File: src/rtl/lowpass_pkg.sv
`default_nettype none
// ============================================================================
// Module : lowpass_pkg
// Shared constants, FSM state type and Q1.15 lowpass coefficient set.
// Rev    : 1.0
// ============================================================================
package lowpass_pkg;

    localparam int c_sample_w = 16;

    typedef enum logic [1:0] {
        IDLE = 2'd0,
        MAC  = 2'd1,
        OUT  = 2'd2
    } state_t;

    // Hamming-windowed sinc, fc ~8 kHz at fs 48 kHz; taps sum to 32767.
    localparam logic signed [15:0] LP_COEF [16] = '{
        16'sd111,   16'sd96,    -16'sd219,  -16'sd917,
        -16'sd874,  16'sd1598,  16'sd6312,  16'sd10278,
        16'sd10275, 16'sd6312,  16'sd1598,  -16'sd874,
        -16'sd917,  -16'sd219,  16'sd96,    16'sd111
    };

endpackage
`default_nettype wire

File: src/rtl/lowpass_rr_arb.sv
`default_nettype none
// ============================================================================
// Module : lowpass_rr_arb
// Round-robin grant: lowest requesting index after the last-served channel.
// Rev    : 1.0
// ============================================================================
module lowpass_rr_arb #(
    parameter  int CHANNELS = 2,
    localparam int CW       = (CHANNELS > 1) ? $clog2(CHANNELS) : 1
) (
    input  logic                clk,
    input  logic                reset_n,
    input  logic [CHANNELS-1:0] req,
    input  logic                en,
    input  logic                upd,
    output logic [CHANNELS-1:0] gnt,
    output logic [CW-1:0]       gnt_idx
);

    logic [CW-1:0] r_last;
    logic [CW-1:0] w_idx;
    logic          w_found;

    always_comb begin
        gnt     = '0;
        gnt_idx = '0;
        w_found = 1'b0;
        w_idx   = '0;
        for (int i = 1; i <= CHANNELS; i++) begin
            w_idx = CW'((int'(r_last) + i) % CHANNELS);
            if (en && !w_found && req[w_idx]) begin
                w_found    = 1'b1;
                gnt[w_idx] = 1'b1;
                gnt_idx    = w_idx;
            end
        end
    end

    always_ff @(posedge clk or negedge reset_n) begin
        if (!reset_n) begin
            r_last <= CW'(CHANNELS - 1);
        end else if (upd) begin
            r_last <= gnt_idx;
        end
    end

endmodule
`default_nettype wire

File: src/rtl/lowpass_mac_sched.sv
`default_nettype none
// ============================================================================
// Module : lowpass_mac_sched
// One shared 16x16 MAC time-multiplexed over CHANNELS FIR lowpass filters.
// Define LOWPASS_SAT_EN to saturate the output instead of wrapping it.
// Rev    : 1.0
// ============================================================================
module lowpass_mac_sched
    import lowpass_pkg::*;
#(
    parameter  int CHANNELS   = 2,
    parameter  int TAPS       = 16,
    parameter  int GAIN_SHIFT = 15,
    localparam int CW         = (CHANNELS > 1) ? $clog2(CHANNELS) : 1
) (
    input  logic                         clk,
    input  logic                         reset_n,
    input  logic [CHANNELS-1:0]          in_valid,
    input  logic [CHANNELS*c_sample_w-1:0] in_data,
    output logic [CHANNELS-1:0]          in_ready,
    output logic                         out_valid,
    output logic [c_sample_w-1:0]        out_data,
    output logic [CW-1:0]                out_chan,
    input  logic                         out_ready
);

    localparam int TW = $clog2(TAPS);
    localparam int AW = 32 + TW;

    state_t                        r_state;
    state_t                        w_state_nxt;
    logic [CHANNELS-1:0]           w_gnt;
    logic [CW-1:0]                 w_gnt_idx;
    logic                          w_idle;
    logic                          w_accept;
    logic                          w_last_tap;
    logic signed [c_sample_w-1:0]  r_dl [CHANNELS][TAPS];
    logic [TW-1:0]                 r_wp [CHANNELS];
    logic [CW-1:0]                 r_chan;
    logic [TW-1:0]                 r_tap;
    logic [TW-1:0]                 r_newest;
    logic signed [AW-1:0]          r_acc;
    logic signed [AW-1:0]          w_shift;
    logic signed [31:0]            w_prod;
    logic signed [c_sample_w-1:0]  w_x;
    logic signed [c_sample_w-1:0]  w_in_sample;
    logic [c_sample_w-1:0]         w_result;
    logic                          r_out_valid;
    logic [c_sample_w-1:0]         r_out_data;
    logic [CW-1:0]                 r_out_chan;

    assign w_idle = (r_state == IDLE);

    lowpass_rr_arb #(
        .CHANNELS (CHANNELS)
    ) u_arb (
        .clk     (clk),
        .reset_n (reset_n),
        .req     (in_valid),
        .en      (w_idle),
        .upd     (w_accept),
        .gnt     (w_gnt),
        .gnt_idx (w_gnt_idx)
    );

    assign w_accept    = |(in_valid & w_gnt);
    assign in_ready    = reset_n ? w_gnt : '0;
    assign w_in_sample = in_data[int'(w_gnt_idx)*c_sample_w +: c_sample_w];

    // Tap t multiplies the sample written t accepts ago on this channel.
    assign w_x        = r_dl[r_chan][r_newest - r_tap];
    assign w_prod     = LP_COEF[r_tap] * w_x;
    assign w_last_tap = (r_tap == TW'(TAPS - 1));
    assign w_shift    = r_acc >>> GAIN_SHIFT;

    always_comb begin
        w_result = w_shift[c_sample_w-1:0];
`ifdef LOWPASS_SAT_EN
        if (!((&w_shift[AW-1:c_sample_w-1]) || (~|w_shift[AW-1:c_sample_w-1]))) begin
            w_result = w_shift[AW-1] ? 16'h8000 : 16'h7FFF;
        end
`endif
    end

    always_ff @(posedge clk or negedge reset_n) begin
        if (!reset_n) begin
            r_state <= IDLE;
        end else begin
            r_state <= w_state_nxt;
        end
    end

    always_comb begin
        w_state_nxt = r_state;
        case (r_state)
            IDLE:    if (w_accept) w_state_nxt = MAC;
            MAC:     if (w_last_tap) w_state_nxt = OUT;
            OUT:     if (r_out_valid && out_ready) w_state_nxt = IDLE;
            default: w_state_nxt = IDLE;
        endcase
    end

    always_ff @(posedge clk or negedge reset_n) begin
        if (!reset_n) begin
            for (int c = 0; c < CHANNELS; c++) begin
                r_wp[c] <= '0;
                for (int t = 0; t < TAPS; t++) begin
                    r_dl[c][t] <= '0;
                end
            end
            r_chan      <= '0;
            r_tap       <= '0;
            r_newest    <= '0;
            r_acc       <= '0;
            r_out_valid <= 1'b0;
            r_out_data  <= '0;
            r_out_chan  <= '0;
        end else begin
            case (r_state)
                IDLE: begin
                    if (w_accept) begin
                        r_dl[w_gnt_idx][r_wp[w_gnt_idx]] <= w_in_sample;
                        r_wp[w_gnt_idx] <= r_wp[w_gnt_idx] + TW'(1);
                        r_newest        <= r_wp[w_gnt_idx];
                        r_chan          <= w_gnt_idx;
                        r_acc           <= '0;
                        r_tap           <= '0;
                    end
                end
                MAC: begin
                    r_acc <= r_acc + AW'(w_prod);
                    r_tap <= r_tap + TW'(1);
                end
                OUT: begin
                    // First OUT cycle registers the result; the output then holds until taken.
                    if (!r_out_valid) begin
                        r_out_valid <= 1'b1;
                        r_out_data  <= w_result;
                        r_out_chan  <= r_chan;
                    end else if (out_ready) begin
                        r_out_valid <= 1'b0;
                    end
                end
                default: ;
            endcase
        end
    end

    assign out_valid = r_out_valid;
    assign out_data  = r_out_data;
    assign out_chan  = r_out_chan;

endmodule
`default_nettype wire

File: config.mk
export PLATFORM = sky130hd
export DESIGN_NAME = lowpass_mac_sched
export DESIGN_NICKNAME = d
export VERILOG_FILES = /design/src/rtl/lowpass_pkg.sv /design/src/rtl/lowpass_rr_arb.sv /design/src/rtl/lowpass_mac_sched.sv
export SDC_FILE = /design/constraint.sdc
export NUM_CORES = 2
export LEC_CHECK = 0
export ABC_AREA = 1
export CAP_MARGIN = 10
export CORE_UTILIZATION = 46
export DETAILED_ROUTE_END_ITERATION = 8
export GPL_TIMING_DRIVEN = 0
export PLACE_DENSITY = 0.59
export SYNTH_ARGS = -nofsm -noshare
export SYNTH_HDL_FRONTEND = slang
export SYNTH_SLANG_ARGS = --single-unit
File: constraint.sdc
create_clock -name clk -period 17.15 [get_ports clk]
set_input_delay 1.715 -clock clk [delete_from_list [all_inputs] [get_ports clk]]
set_output_delay 1.715 -clock clk [all_outputs]
set_load 0.02 [all_outputs]
==> flow_summary.yaml <==
status:
  status: "complete, no violations"
job:
  max_cap_viol_count: 0
clock_tree:
  cts_sinks: 581
  insertion_delay_ns: 0.66
  hold_buffers: 0
  clockBufferDepth: 3
  clk_pin_slew_ns: 0.07
  cts_tree: "done"
  cts_max_level: 3
  cts_resized: 0
  cts-root-buf: "clkbuf_16"
  post-cts-setup-buffer-count: 0
  numCtsBuffers: 69
timing:
  tns_ns: 0
  hold_violations: 0
  finClkSkew_ns: 0.0375
  tightestPinTransition_ns: 1.43
  min_period_over_period_pct: 63.1
  max_freq_ghz: 0.0925
  final_max_slew_viol_count: 0
  fin_ws_ns: 6.34
  fin_hold_ws_ns: 0.473
  period_minus_slack_ns: 10.81
  relSlewSlack_pct: 4.88
  grt_setup_unrepaired: "false"
  setup_viol_count_final: 0
logic_synthesis:
  synth_flop_cell: "dfrtp_1"
  netlist_instances: 4345
  avgSynthCellArea_sq_um: 8.46
  synth_cell_type_count: 49
  yosysWarnings: 0
  synth_seq_cells: 581
  synth-async-reset-ratio_pct: 100
  synth_area_leaders: "dfrtp_1 39%, fa_1 15%, nand2_1 13%"
  yosys.area.top_type_share_pct: 39.5
  yosysMostFrequentCell: "nand2_1"
  yosysSeqAreaShare_pct: 39.6
  yosys.area.top_type: "dfrtp_1"
  synth_edf_count: 0
  syn-cell-area_sq_mm: 0.0368
  synth_fp_nets: 4772
  synth_common_cells: "1,238 x nand2_1, 580 x dfrtp_1, 503 x o21ai_0, 422 x inv_1, 279 x fa_1"
placement:
  placed_area_sq_mm: 0.0388
  io_buffers: 56
  place_ws_ns: 7.03
  dp_hpwl_um: 117000
  finalWeightedCongestion: 1.02
routing:
  via_count: 33900
  firstDrtPassIters: 6
  drc: 0
  routed_wl_um: 162000
  ant_nets: 0
  avgViaCountPerCell: 6.07
  drt_iter0_drc: 5134
  wl_per_cell_um: 29.0
setup_path:
  cp_max_fo: 10
  crit_arrival_ns: 11.29
  start_kind: "flip-flop"
  endpoint_kind: "flip-flop"
  cp_common_cell: "inv_1"
  crit_slowest_cell: "o21ai_0"
  r2r_cells: 32
  cp.required_ns: 17.63
  crit_type: "reg2reg"
  cpPeakStageDelay_ns: 1.07
grt:
  grt_pass1_wl_um: 234000
  antenna_found_initial: 13
  grt_overflow_total: 0
  grt_max_degree: 118
  first_global_vias: 32900
  grt_usage_pct: 40.6
finish:
  design_area_sq_mm: 0.0413
  area_growth_pct: 12.2
  regArea_sq_mm: 0.0145
  nets: 4916
  drive_gt1_share_pct: 5.46
  multi_input_area_sq_mm: 0.0194
  n_antenna_cell: 0
  fill_cells: 7816
floorplan:
  dieWidth_um: 285
  num_rows: 103
  start_util_pct: 46.5
  ioPinCount: 57
  die_h_um: 285
  core_area_sq_mm: 0.0790
  dieArea_sq_mm: 0.0810
min_path:
  hold_class: "reg2reg"
  min_path_cells: 2
==> critical path: cells and delay by family (launching register included) <==
kind	cells	cell delay (ns)
adder cells (fa/ha/maj)	8	3.73
XOR/XNOR	1	0.38
buffers and inverters	10	2.22
AO/OA/AOI/OAI	4	1.79
flip-flops	1	0.50
AND/OR/NAND/NOR	9	1.99
==> state kept, by name (all words and copies together), names as in the netlist <==
| signal | count |
|---|---|
| out_chan | 1 |
| r_acc | 31 |
| out_data | 16 |
| r_state | 2 |
| r_newest | 4 |
| r_tap | 4 |
| r_dl | 512 |
| r_wp | 8 |
| r_chan | 1 |
| out_valid | 1 |
| u_arb.r_last | 1 |
==> cell families after synthesis <==
kind of cell | Yosys count | synth area share, %
AND/OR/NAND/NOR | 1546 | 16.5
AO/OA/AOI/OAI | 1062 | 16.1
buffers and inverters | 725 | 7.79
flip-flops | 581 | 39.6
adder cells (fa/ha/maj) | 390 | 19.0
XOR/XNOR | 21 | 0.500
multiplexers | 20 | 0.558
==> cell type report <==
type                       count  area share [%]
tap                         1050            3.18
clock inverter                24           0.837
sequential                   581            35.2
buffer                       287            2.95
timing repair buffer          73            2.08
multi-input combinational   3039            46.9
clock buffer                  99            4.80
inverter                     438            3.99
==> per-stage QoR <==
step,util (%),cells
floorplan,-,4345
global placement,48.9,5451
detailed placement,49.2,5461
CTS,52.1,5584
global route,52.2,5591
finish,52.2,5591
==> cells in the final DEF (no fill, tap or decap), types with 7 or more instances in the layout <==
cell type        count
nor3_1               7
buf_8                7
mux2i_1             16
nor2_1             206
a32o_1              32
clkinv_1            10
xor2_1              10
clkbuf_8            14
inv_1              422
clkinv_2             9
a22oi_1             56
a21oi_1            249
buf_4               12
o211ai_1            36
xnor2_1             11
o311ai_0            23
fa_1               279
nand3_2             11
nand3_1             70
buf_1               11
clkbuf_1           205
o21ai_0            501
clkbuf_16           69
o221ai_1             7
buf_2               77
ha_1               111
o22ai_1             11
nand2_1           1238
o21ai_1            118
dfrtp_1            580
clkdlybuf4s50_1     55
==> metal layers <==
metal  routed length [um]  global-route usage, %  vias to the layer above
met3                22100                   13.6                      470
met2                64900                   55.2                     2225
met1                65600                   56.9                    17000
met5                   26                      0                        -
li1                     -                      -                    14300
met4                 9750                   21.2                        4
==> worst paths after layout <==
kind / from / endpoint / slack, ns
worst max-delay path: r_tap[1]$_DFFE_PN0P_ / r_acc[25]$_DFFE_PN0P_ / 6.34
worst min-delay path: r_wp[5]$_DFFE_PN0P_ / r_wp[5]$_DFFE_PN0P_ / 0.47
worst max register to register: r_tap[1]$_DFFE_PN0P_ / r_acc[25]$_DFFE_PN0P_ / 6.34
worst min register to register: r_wp[5]$_DFFE_PN0P_ / r_wp[5]$_DFFE_PN0P_ / 0.47
max in group asynchronous: reset_n / out_chan$_DFFE_PN0P_ / 14.89
min in group asynchronous: reset_n / r_dl[168]$_DFFE_PN0P_ / 0.94
Power is left out: the tool's default activity adds up to more than one toggle a clock period on the data nets, which glitch-free logic cannot reach.
